--- src/rtl/utils_pkg.sv ---
// Shared state type and oversampling constants for the UART receive path.
package utils_pkg;

    typedef enum logic [1:0] {IDLE, START, DATA, STOP} uart_rx_st_t;

    localparam int unsigned UART_OVERSAMPLE = 16;
    localparam int unsigned UART_SAMPLE_MID = 8;

endpackage

--- src/rtl/uart_rx_fifo.sv ---
// Synchronous first-word-fall-through byte FIFO; the head reads as zero while empty.
module uart_rx_fifo #(
    parameter int unsigned WIDTH = 8,
    parameter int unsigned DEPTH = 16
) (
    input  logic                   clk,
    input  logic                   arst,
    input  logic                   push,
    input  logic [WIDTH-1:0]       data_in,
    input  logic                   pop,
    output logic [WIDTH-1:0]       data_out,
    output logic                   empty,
    output logic                   full,
    output logic [$clog2(DEPTH):0] count
);

    localparam int unsigned AW = $clog2(DEPTH);

    logic [WIDTH-1:0] r_mem [DEPTH];
    logic [AW-1:0]    r_wr_ptr;
    logic [AW-1:0]    r_rd_ptr;
    logic [AW:0]      r_count;
    logic             w_do_push;
    logic             w_do_pop;

    assign empty     = (r_count == '0);
    assign full      = (r_count == (AW+1)'(DEPTH));
    assign w_do_pop  = pop && !empty;
    // A full FIFO still takes a byte when the head leaves in the same cycle.
    assign w_do_push = push && (!full || w_do_pop);
    assign data_out  = empty ? '0 : r_mem[r_rd_ptr];
    assign count     = r_count;

    always_ff @(posedge clk) begin
        if (w_do_push) begin
            r_mem[r_wr_ptr] <= data_in;
        end
    end

    always_ff @(posedge clk or negedge arst) begin
        if (!arst) begin
            r_wr_ptr <= '0;
            r_rd_ptr <= '0;
            r_count  <= '0;
        end else begin
            if (w_do_push) begin
                r_wr_ptr <= r_wr_ptr + 1'b1;
            end
            if (w_do_pop) begin
                r_rd_ptr <= r_rd_ptr + 1'b1;
            end
            r_count <= r_count + (AW+1)'(w_do_push) - (AW+1)'(w_do_pop);
        end
    end

endmodule

--- src/rtl/uart_rx.sv ---
// 8N1 UART receiver: 16x oversampling, 3-sample majority vote, FWFT byte FIFO.
module uart_rx
    import utils_pkg::*;
#(
    parameter int unsigned FIFO_DEPTH = 16,
    parameter int unsigned DIV_W      = 16
) (
    input  logic                        clk,
    input  logic                        arst,
    input  logic                        uart_rx_i,
    input  logic                        rx_en_i,
    input  logic [DIV_W-1:0]            baud_div_i,
    output logic [7:0]                  rx_data_o,
    output logic                        rx_valid_o,
    input  logic                        rx_ready_i,
    output logic [$clog2(FIFO_DEPTH):0] fifo_cnt_o,
    output logic                        frame_err_o,
    output logic                        overrun_err_o,
    input  logic                        err_clr_i,
    output logic                        rx_irq_o
);

    uart_rx_st_t      r_state;
    uart_rx_st_t      w_next;
    logic             r_sync1;
    logic             r_rx_s;
    logic             r_rx_prev;
    logic [DIV_W-1:0] r_div_cnt;
    logic [3:0]       r_os_cnt;
    logic [2:0]       r_bit_cnt;
    logic [1:0]       r_samp;
    logic [7:0]       r_shift;
    logic             r_frame_err;
    logic             r_overrun_err;

    logic w_tick, w_eval, w_bit_end, w_maj;
    logic w_leave_idle, w_shift_en, w_push, w_frame_set;
    logic w_empty, w_full, w_overrun_set;

    always_ff @(posedge clk or negedge arst) begin
        if (!arst) begin
            r_sync1   <= 1'b1;
            r_rx_s    <= 1'b1;
            r_rx_prev <= 1'b1;
        end else begin
            r_sync1   <= uart_rx_i;
            r_rx_s    <= r_sync1;
            r_rx_prev <= r_rx_s;
        end
    end

    assign w_tick    = (r_div_cnt == '0);
    assign w_eval    = w_tick && (r_os_cnt == 4'(UART_SAMPLE_MID + 1));
    assign w_bit_end = w_tick && (r_os_cnt == 4'(UART_OVERSAMPLE - 1));
    // Third vote is the live sample taken on the evaluation tick itself.
    assign w_maj     = (r_samp[0] & r_samp[1]) | (r_samp[0] & r_rx_s) | (r_samp[1] & r_rx_s);

    always_ff @(posedge clk or negedge arst) begin
        if (!arst) begin
            r_state <= IDLE;
        end else begin
            r_state <= w_next;
        end
    end

    always_comb begin
        w_next       = r_state;
        w_leave_idle = 1'b0;
        w_shift_en   = 1'b0;
        w_push       = 1'b0;
        w_frame_set  = 1'b0;
        case (r_state)
            IDLE: begin
                if (rx_en_i && r_rx_prev && !r_rx_s) begin
                    w_next       = START;
                    w_leave_idle = 1'b1;
                end
            end
            START: begin
                if (w_eval && w_maj) begin
                    w_next = IDLE;
                end else if (w_bit_end) begin
                    w_next = DATA;
                end
            end
            DATA: begin
                w_shift_en = w_eval;
                if (w_bit_end && (r_bit_cnt == 3'd7)) begin
                    w_next = STOP;
                end
            end
            STOP: begin
                if (w_eval) begin
                    w_next      = IDLE;
                    w_push      = w_maj;
                    w_frame_set = !w_maj;
                end
            end
            default: w_next = IDLE;
        endcase
        if (!rx_en_i) begin
            w_next       = IDLE;
            w_leave_idle = 1'b0;
            w_shift_en   = 1'b0;
            w_push       = 1'b0;
            w_frame_set  = 1'b0;
        end
    end

    always_ff @(posedge clk or negedge arst) begin
        if (!arst) begin
            r_div_cnt <= '0;
            r_os_cnt  <= '0;
            r_bit_cnt <= '0;
            r_samp    <= '1;
            r_shift   <= '0;
        end else begin
            if (w_leave_idle) begin
                r_div_cnt <= baud_div_i;
                r_os_cnt  <= '0;
                r_bit_cnt <= '0;
            end else if (r_state != IDLE) begin
                if (w_tick) begin
                    r_div_cnt <= baud_div_i;
                    r_os_cnt  <= r_os_cnt + 1'b1;
                    if (r_os_cnt == 4'(UART_SAMPLE_MID - 1)) begin
                        r_samp[0] <= r_rx_s;
                    end
                    if (r_os_cnt == 4'(UART_SAMPLE_MID)) begin
                        r_samp[1] <= r_rx_s;
                    end
                    if (w_bit_end && (r_state == DATA)) begin
                        r_bit_cnt <= r_bit_cnt + 1'b1;
                    end
                end else begin
                    r_div_cnt <= r_div_cnt - 1'b1;
                end
            end
            if (w_shift_en) begin
                r_shift <= {w_maj, r_shift[7:1]};
            end
        end
    end

    assign w_overrun_set = w_push && w_full && !rx_ready_i;

    always_ff @(posedge clk or negedge arst) begin
        if (!arst) begin
            r_frame_err   <= 1'b0;
            r_overrun_err <= 1'b0;
        end else begin
            r_frame_err   <= w_frame_set   ? 1'b1 : (err_clr_i ? 1'b0 : r_frame_err);
            r_overrun_err <= w_overrun_set ? 1'b1 : (err_clr_i ? 1'b0 : r_overrun_err);
        end
    end

    uart_rx_fifo #(
        .WIDTH (8),
        .DEPTH (FIFO_DEPTH)
    ) u_fifo (
        .clk      (clk),
        .arst     (arst),
        .push     (w_push),
        .data_in  (r_shift),
        .pop      (rx_ready_i),
        .data_out (rx_data_o),
        .empty    (w_empty),
        .full     (w_full),
        .count    (fifo_cnt_o)
    );

    assign rx_valid_o    = !w_empty;
    assign rx_irq_o      = !w_empty;
    assign frame_err_o   = r_frame_err;
    assign overrun_err_o = r_overrun_err;

endmodule

--- config.mk ---
export PLATFORM = sky130hd
export DESIGN_NAME = uart_rx
export DESIGN_NICKNAME = d
export VERILOG_FILES = /design/src/rtl/utils_pkg.sv /design/src/rtl/uart_rx_fifo.sv /design/src/rtl/uart_rx.sv
export SDC_FILE = /design/constraint.sdc
export NUM_CORES = 1
export LEC_CHECK = 0
export BUFFER_PORTS_ARGS = -buffer_cell sky130_fd_sc_hd__buf_2
export CAP_MARGIN = 20
export CORE_UTILIZATION = 55
export CTS_CLUSTER_DIAMETER = 60
export DETAILED_ROUTE_END_ITERATION = 10
export PLACE_DENSITY = 0.76
export SLEW_MARGIN = 20
export SYNTH_ARGS = -nofsm -noshare
export SYNTH_HDL_FRONTEND = slang
export SYNTH_SLANG_ARGS = --single-unit
--- constraint.sdc ---
create_clock -name clk -period 3.1 [get_ports clk]
set_clock_uncertainty 0.05 [all_clocks]
set_input_delay 0.93 -clock clk [delete_from_list [all_inputs] [get_ports clk]]
set_output_delay 0.93 -clock clk [all_outputs]
set_load 0.02 [all_outputs]
==> results by stage, run 1 <==
Critical path:
- The worst setup path is launched from a flip-flop.
- The top fanout value on the critical path is 14.
- The critical path start-end classification is reg2out.
- The required time of the critical path is around 2.1 ns.
- Data arrives at the worst endpoint at between 2 and 2.5 ns.
- STA classifies the critical path endpoint as an output port.

Power and ir drop:
- The total power is about 0.0066 W.
- For this design the ratio of total power to cell area is 722 nW/um^2.
- The worst voltage drop across the vdd grid is around 430 uV.
- The cell leakage power is 3.71 nW.

Route:
- After detailed routing, the number of remaining DRC violations is 0.
- The ratio of routed vias to standard cells is between 6 and 7.
- The number of detailed-route iterations in the first pass is 4.
- The number of antenna-violating nets in the routed design is 0.
- The final layout contains routed wiring with a total length of around 16000 microns.
- Dividing the detail-routed wire length by the instance count gives 21.2 microns.
- The DRC violation total after the first TritonRoute iteration is around 470.
- Summing over every cut layer, the via total after detailed routing is 4698.

STA:
- The least setup slack across all paths after layout is -0.0280 ns.
- Setup repair after global routing could not meet its margin everywhere.
- The setup-violating endpoint count in the final report is 2.
- The maximum achievable frequency is about 320 MHz.
- The number of slew-limit violations in the final report was 0.
- The transition time at the pin with the least slew margin is roughly 0.73 ns.
- The final hold violation count came to 0.
- The aggregate negative setup slack is -0.0287 ns.
- For the finished layout, the period the worst path requires is between 3 and 4 ns.
- In this run the tightest slew margin relative to its limit is 0.513.
- Hold timing on the final database bottoms out at a slack of 0.306 ns.
- Of the available clock period, the critical path in the final layout requires 1.01.

Run status:
- The flow ran to the end, but the final reports show violations.
- The final reports fail on negative setup slack.

GRT:
- The first-pass GRT wire length is about 26000 microns.
- Entering global routing, the biggest net connects 36 pins.
- For this run the aggregate overflow at the end of global routing stands at 0.
- The number of global-route vias before repair is between 4000 and 5000.
- The initial antenna violation count is 0.
- The global routing usage summed across all routing layers is 0.242.

Floorplan:
- The floorplan has 43 rows.
- The area of the die is about 15000 sq um.
- The initial standard-cell utilization of the core is 0.565.
- The core region area is ~14000 sq um.
- In this run the vertical extent of the chip is about 120 microns.
- Pin placement for this block handled 39 I/O pins.
- The die is about 120 microns wide.

Final layout:
- The top cell types in the final layout, fill and taps aside, are 128 x sky130_fd_sc_hd__edfxtp_1, 47 x sky130_fd_sc_hd__dfrtp_1, 36 x sky130_fd_sc_hd__buf_2.
- Relative to the synthesized area, the layout overhead comes to 15.6%.
- The number of diodes is 0.
- The library cell used most frequently in the layout, excluding fill and tap cells, is sky130_fd_sc_hd__edfxtp_1.
- Counting the fill cells in the layout gives ~960.
- Of the cells placed in the final design, the portion with a size suffix greater than 1 is 0.277.
- The final layout contains 618 nets.

Logic synthesis:
- By area the synthesized netlist is led by sky130_fd_sc_hd__edfxtp_1 49%, sky130_fd_sc_hd__dfrtp_1 15%, sky130_fd_sc_hd__mux4_2 9.2%.
- The most used flip-flop cell after synthesis is sky130_fd_sc_hd__edfxtp_1.
- The number of nets handed over by synthesis was ~550.
- The post-synthesis sequential area ratio is 0.657.
- Dividing the synthesized area by the synthesized cell count gives ~15 sq um.
- The number of library cell types mapped by synthesis is between 60 and 70.
- The combined area of all synthesized cells is 7880 sq um.
- In this run, synthesis inferred approximately 130 flip-flops with an integrated enable.
- The async set or reset register ratio after synthesis is 0.293.
- The count of mapped cells out of synthesis is about 510.
- The Yosys step of the flow raised 0 warnings.
- Summed over all instances, the cell type with the most area after synthesis is sky130_fd_sc_hd__edfxtp_1.
- The fraction of synthesized cell area taken by the top area cell type is 0.488.
- The register bit count reported by yosys is approximately 180.

Place:
- The count of buffers added on input and output ports is 38.
- The worst slack at placement is slightly below 0.3 ns.
- Once detailed placement completed, the half-perimeter wirelength came to ~10000 microns.
- Routability-driven placement finished with a final weighted congestion of between 0.9 and 1.

Clock network:
- The H-tree generated during clock tree synthesis spans 4 levels.
- Clock-pin slew was measured on the worst setup and hold paths at approximately 0.07 ns.
- The buffer type at the clock tree root is sky130_fd_sc_hd__clkbuf_16.
- TritonCTS built the clock tree.
- TritonCTS created 17 clock buffers.
- The insertion delay of the later-clocked pin in the worst-skew pair is 0.43 ns.
- For this design, the sink count on the clock tree is 181.
- The clock passes through at most 2 buffers.

Job:
- Max-cap violations in this run came to 0.

Worst hold path:
- The worst min-delay path category is reg2reg.
## registers in the layout, indices dropped and copies added (netlist names)
name / count
frame_err_o: 1
overrun_err_o: 1
r_bit_cnt: 3
r_div_cnt: 16
r_os_cnt: 4
r_rx_prev: 1
r_rx_s: 1
r_samp: 2
r_shift: 8
r_state: 2
r_sync1: 1
u_fifo.count: 5
u_fifo.r_mem: 128
u_fifo.r_rd_ptr: 4
u_fifo.r_wr_ptr: 4
## cells in the mapped netlist, types with 3 or more instances
library cell and instances:
sky130_fd_sc_hd__edfxtp_1 128, sky130_fd_sc_hd__dfrtp_1 48, sky130_fd_sc_hd__mux4_2 32, sky130_fd_sc_hd__nor2_1 29, sky130_fd_sc_hd__inv_1 22, sky130_fd_sc_hd__nand2_1 20
sky130_fd_sc_hd__o21ai_0 20, sky130_fd_sc_hd__nand3_1 19, sky130_fd_sc_hd__ha_1 17, sky130_fd_sc_hd__mux2i_1 16, sky130_fd_sc_hd__clkbuf_1 14, sky130_fd_sc_hd__a21oi_1 13
sky130_fd_sc_hd__mux2_2 12, sky130_fd_sc_hd__nor4_1 11, sky130_fd_sc_hd__o22ai_1 9, sky130_fd_sc_hd__and2_1 8, sky130_fd_sc_hd__nand4_1 7, sky130_fd_sc_hd__nor3_1 7
sky130_fd_sc_hd__xnor2_1 7, sky130_fd_sc_hd__dfstp_2 5, sky130_fd_sc_hd__or4_1 5, sky130_fd_sc_hd__buf_1 4, sky130_fd_sc_hd__xor2_1 4, sky130_fd_sc_hd__a31oi_1 3
sky130_fd_sc_hd__and4_1 3, sky130_fd_sc_hd__or3_1 3
## cell type report
type                    instances  area [sq um]  area share
multi-input cells             288          2560       0.281
clock buffers                  18           429      0.0472
repair buffers                 67           494      0.0543
inverters                      23          87.6     0.00962
clock inverters                14           129      0.0142
flip-flops and latches        181          5180       0.569
well taps                     180           225      0.0247
## worst max-delay path, cell delays in order (launching register included)
cell and delay, ns:
sky130_fd_sc_hd__dfrtp_2 0.45, sky130_fd_sc_hd__buf_12 0.20, sky130_fd_sc_hd__mux4_2 0.54, sky130_fd_sc_hd__mux2i_2 0.22, sky130_fd_sc_hd__o22ai_1 0.14, sky130_fd_sc_hd__buf_2 0.18
## per-stage QoR
stage | area (sq um) | utilization | instances
CTS | 9080 | 0.652 | 771
global route | 9100 | 0.653 | 771
global placement | 8420 | 0.604 | 735
detailed placement | 8420 | 0.604 | 735
finish | 9100 | 0.653 | 771
floorplan | 7880 | - | 513
## worst paths after layout
kind | from | endpoint | slack [ns] | depth (start not counted)
worst max-delay path | u_fifo.r_rd_ptr[0] | rx_data_o[6] | -0.03 | 5
worst min-delay path | r_sync1 | r_rx_s | 0.31 | 0
worst max register to register | r_div_cnt[0] | u_fifo.r_mem[11][5] | 0.30 | 8
worst min register to register | r_sync1 | r_rx_s | 0.31 | 0
max in group asynchronous | arst | u_fifo.r_rd_ptr[0] | 1.77 | 2
min in group asynchronous | arst | r_state[0] | 0.40 | 1
## timing repair
| action | in CTS | in global routing |
|---|---|---|
| buffers inserted | 2 | 0 |
| hold buffers | 0 | 0 |
| gates resized for setup | 6 | 7 |
| hold endpoints to repair | 0 | 0 |
| pin swaps | 1 | 1 |
| gates cloned | 2 | 0 |
| endpoints found under the setup margin | 8 | 8 |
## where the power goes
part / leakage (nW) / switching (W) / internal [W] / total (W)
combinational: 1.32 / 0.000821 / 0.000731 / 0.00155
clock: 0.262 / 0.000915 / 0.00111 / 0.00203
sequential: 2.13 / 0.000238 / 0.00275 / 0.00299
## routing by layer
| metal | vias to the layer above | share of wire | global-route usage |
|---|---|---|---|
| met4 | 0 | 0.026 | 0.0841 |
| li1 | 2135 | - | - |
| met5 | - | 0 | 0 |
| met2 | 182 | 0.50 | 0.400 |
| met1 | 2347 | 0.41 | 0.313 |
| met3 | 34 | 0.061 | 0.0604 |
## logic make-up after synthesis
| logic type | share of synthesized area |
|---|---|
| flops | 0.657 |
| simple gates | 0.0960 |
| compound gates | 0.0528 |
| mux | 0.129 |
| buf+inv | 0.0219 |
| fa+ha+maj | 0.0308 |
| xor+xnor | 0.0122 |
Note: power is estimated with default switching activity, not from simulation.
==> inputs of run 2 (changes only) <==
- CORE_ASPECT_RATIO: unset -> 0.9
==> run 2 against run 1 <==
Against the previous run: the flow still finishes with violations (negative setup slack); sequential share of layout area fell by 0.53 points; non-clock buffer count up 3; die area is essentially flat; first-iteration DRC count is 9.7% lower; utilization up 0.28 points; critical path depth rose by 1; flip-flop and latch count stayed put; fmax down 0.71%; setup slack got worse by 0.022 ns; via count up 1.8%; largest cell class unchanged.
==> results by stage, run 2 (synthesis gave the netlist of run 1 again) <==
Run status:
- The flow ran to the end, but the final reports show violations.
- The final reports fail on negative setup slack.

STA:
- Setup repair after global routing could not meet its margin everywhere.
- The normalized max-slew margin is 0.509 (-0.00379).
- The worst hold slack across all endpoints came to 0.307 ns (+0.000734 ns).
- The maximum achievable frequency is 317 MHz (-0.71%).
- The number of slew-limit violations in the final report is 0 (unchanged).
- The setup-violating endpoint count in the final report is 5 (+3).
- The least setup slack across all paths after layout is -0.0503 ns (-0.0222 ns).
- The post-route minimum period is 3.15 ns (+0.0222 ns).
- The final hold violation count is 0 (unchanged).
- The ratio of final minimum period to clock period came to 1.02 (+0.00717).
- The aggregate negative setup slack was -0.116 ns (-0.0874 ns).
- The transition time at the pin with the least slew margin is 0.734 ns (+0.00566 ns).

Worst hold path:
- The worst min-delay path category is reg2reg.
- The worst hold path begins at r_sync1.
- The sink of the worst hold path is r_rx_s.
- The number of cells traversed by the worst hold path came to 0 (unchanged).

GRT:
- The first-pass GRT wire length was 25900 microns (+0.97%).
- The global routing usage summed across all routing layers came to 0.241 (-0.00137).
- The largest net degree at the start of global routing is 36 (unchanged).
- The initial antenna violation count came to 0 (unchanged).
- The number of global-route vias before repair was 4812 (+3.7%).
- The aggregate global routing overflow is 0 (unchanged).

Clock network:
- The worst-case clock buffer depth was 2 (unchanged).
- In this run the clock root is driven by a sky130_fd_sc_hd__clkbuf_16.
- The TritonCTS clock tree is built.
- The number of buffers inserted by hold repair at cts came to 0 (unchanged).
- The TritonCTS sink count came to 181 (unchanged).
- The number of clock buffers inserted by TritonCTS is 17 (unchanged).
- The number of H-tree levels came to 4 (unchanged).
- The insertion delay of the later-clocked pin in the worst-skew pair is 0.43 ns (about the same).
- The clock-pin slew on the worst setup and hold paths is 0.07 ns (about the same).

Floorplan:
- The vertical die dimension came to 116 microns (-5.0%).
- The die boundary width is 128 microns (+5.3%).
- The core region area was 14000 sq um (+0.50%).
- The area of the die is 14800 sq um (about the same).
- The count of pins on the block boundary came to 39 (unchanged).
- The number of rows created at floorplan is 41 (-4.7%).
- The initial standard-cell utilization of the core is 0.562 (-0.00283).

Power and ir drop:
- The worst voltage drop across the vdd grid is 453 uV (+5.9%).
- The cell leakage power came to 3.77 nW (+1.6%).
- The sequential group share of total power is 0.444 (-0.011).
- The switching power came to 0.00198 W (+0.52%).
- The net switching fraction of the power is 0.295 (-0.00512).
- The cell area power density came to 731 nW/um^2 (+1.3%).
- The internal portion of total power is 0.00474 W (+3.0%).
- The fraction of power consumed by combinational cells came to 0.241 (+0.005).
- The share of power burned in the clock network was 0.315 (+0.006).

Route:
- The number of antenna-violating nets in the routed design is 0 (unchanged).
- The ratio of routed vias to standard cells is 6.08 (-0.28%).
- The DRC violation total after the first TritonRoute iteration is 421 (-9.7%).
- The final routed DRC violation total is 0 (unchanged).
- The mean routed wirelength per cell was 20.9 microns (-1.2%).
- The total routed wirelength is 16500 microns (+0.83%).
- The via count is 4782 (+1.8%).
- The number of detailed-route iterations in the first pass is 5 (+1).

Critical path:
- The delay of the slowest critical-path stage is 0.51 ns (-0.03 ns).
- The top fanout value on the critical path was 7 (-7).
- Broken down by cell family, the worst path's largest delay share belongs to multiplexers.
- The worst setup path is launched from a flip-flop.
- The worst reg2reg path depth is 12 (+4).
- The startpoint of the most critical register-to-register path is r_div_cnt[0].
- The required time of the critical path is 2.12 ns (about the same).
- The critical path in this run is classified as reg2out.
- The data arrival time of the worst path was 2.17 ns (+0.02 ns).
- The slowest stage of the critical path is the sky130_fd_sc_hd__mux4_2 cell.
- The reg-to-reg critical path endpoint is u_fifo.count[4].
- The critical path goes through buf_12 -> clkbuf_16 -> mux4_2 -> mux2i_1 -> o22ai_1 -> buf_2.
- The endpoint kind of the worst setup timing path is an output port.
- The total buffers and inverters traversed by the critical path is 3 (+1).
- The worst reg-to-reg setup slack was 0.24 ns (-0.06 ns).

Final layout:
- The share of layout cells above drive strength 1 came to 0.278 (+0.000282).
- The post-layout net count was 621 (+0.49%).
- The number of diodes is 0 (unchanged).
- The final standard cell utilization of the core came to 0.656 (+0.00281).
- From synthesis to final layout, the design area changed by 16.7%.
- The layout filler cell count came to 960 (-0.21%).
- The flip-flop count of the largest register after layout was 128 (unchanged).
- The register containing the most flip-flops in the final layout is u_fifo.r_mem.
- In the final layout, the registers with the most flip-flops are u_fifo.r_mem: 128 flops, r_div_cnt: 16 flops, r_shift: 8 flops.
- The library cells used most frequently in the layout, excluding fill and tap cells, are 128 x sky130_fd_sc_hd__edfxtp_1, 47 x sky130_fd_sc_hd__dfrtp_1, 36 x sky130_fd_sc_hd__buf_2.
- Leaving out fill and tap cells, the most frequent cell in the layout is sky130_fd_sc_hd__edfxtp_1.
- The number of non-filler instances in the completed layout is 787 (+2.1%).
- The cell area after layout is 9190 sq um (+0.93%).

Place:
- The weighted congestion at the end of routability-driven global placement is 0.878 (-3.9%).
- The area of placed instances is 8430 sq um (about the same).
- The half-perimeter wire length after detailed placement is 10200 microns (-2.3%).
- The total of buffers placed on input and output ports is 38 (unchanged).
- The placed instance count is 745 (+1.4%).

Job:
- The max-cap violation count is 0 (unchanged).
-- run 2: changes by cell type in the layout (fill, tap and decap cells not counted), sizes merged --
cell and delta:
clkbuf +2, clkinvlp -4, bufinv +1, buf +2, clkinv -2, inv +4
-- run 2: worst max-delay path by stage --
stage	start	endpoint	slack (ns)	depth (start not counted)
2_1_floorplan	r_div_cnt[0]	u_fifo.r_mem[1][0]	0.04	6
3_3_place_gp	rx_ready_i	u_fifo.count[4]	0.27	10
3_5_place_dp	r_div_cnt[0]	u_fifo.r_mem[9][7]	0.15	8
4_1_cts	u_fifo.r_rd_ptr[0]	rx_data_o[7]	-0.03	6
5_1_grt	u_fifo.r_rd_ptr[0]	rx_data_o[3]	-0.10	6
6_report	u_fifo.r_rd_ptr[0]	rx_data_o[7]	-0.05	6
-- run 2: cell type report --
| class | count | area (sq um) | share of cell area |
|---|---|---|---|
| Sequential cell | 181 | 5180 | 0.564 |
| Tap cell | 193 | 241 | 0.0263 |
| Multi-Input combinational cell | 288 | 2540 | 0.277 |
| Clock inverter | 13 | 141 | 0.0154 |
| Clock buffer | 19 | 433 | 0.0471 |
| Inverter | 23 | 87.6 | 0.00953 |
| Timing Repair Buffer | 70 | 563 | 0.0613 |
-- run 2: power groups by stage --
stage	registers, W	logic (W)	clock network [W]
6_report	0.00299	0.00162	0.00212
5_1_grt	0.00301	0.00177	0.00224
4_1_cts	0.00297	0.00159	0.00214
3_5_place_dp	0.00301	0.00139	0
3_3_place_gp	0.00301	0.00135	0
2_1_floorplan	0.00300	0.00103	0
-- run 2: layer usage --
layer | wire (microns) | share of wire | up-vias | global-route usage
li1 | - | - | 2140 | -
met1 | 6880 | 0.42 | 2402 | 0.313
met2 | 8320 | 0.51 | 208 | 0.407
met3 | 917 | 0.056 | 32 | 0.0457
met4 | 331 | 0.020 | 0 | 0.0933
met5 | 0 | 0 | - | 0
-- run 2: timing repair --
| item | in CTS | in global routing |
|---|---|---|
| gates resized for setup | 7 | 5 |
| cloned | 3 | 1 |
| pin swaps | 0 | 2 |
| endpoints found under the setup margin | 8 | 49 |
| buffers inserted | 2 | 4 |
-- run 2: metrics by stage --
step / setup WS [ns] / power [W]
after floorplan: 0.0353 / 0.00403
after global placement: 0.267 / 0.00435
after detailed placement: 0.150 / 0.00441
after CTS: -0.0296 / 0.00670
after global routing: -0.102 / 0.00702
final: -0.0503 / 0.00672
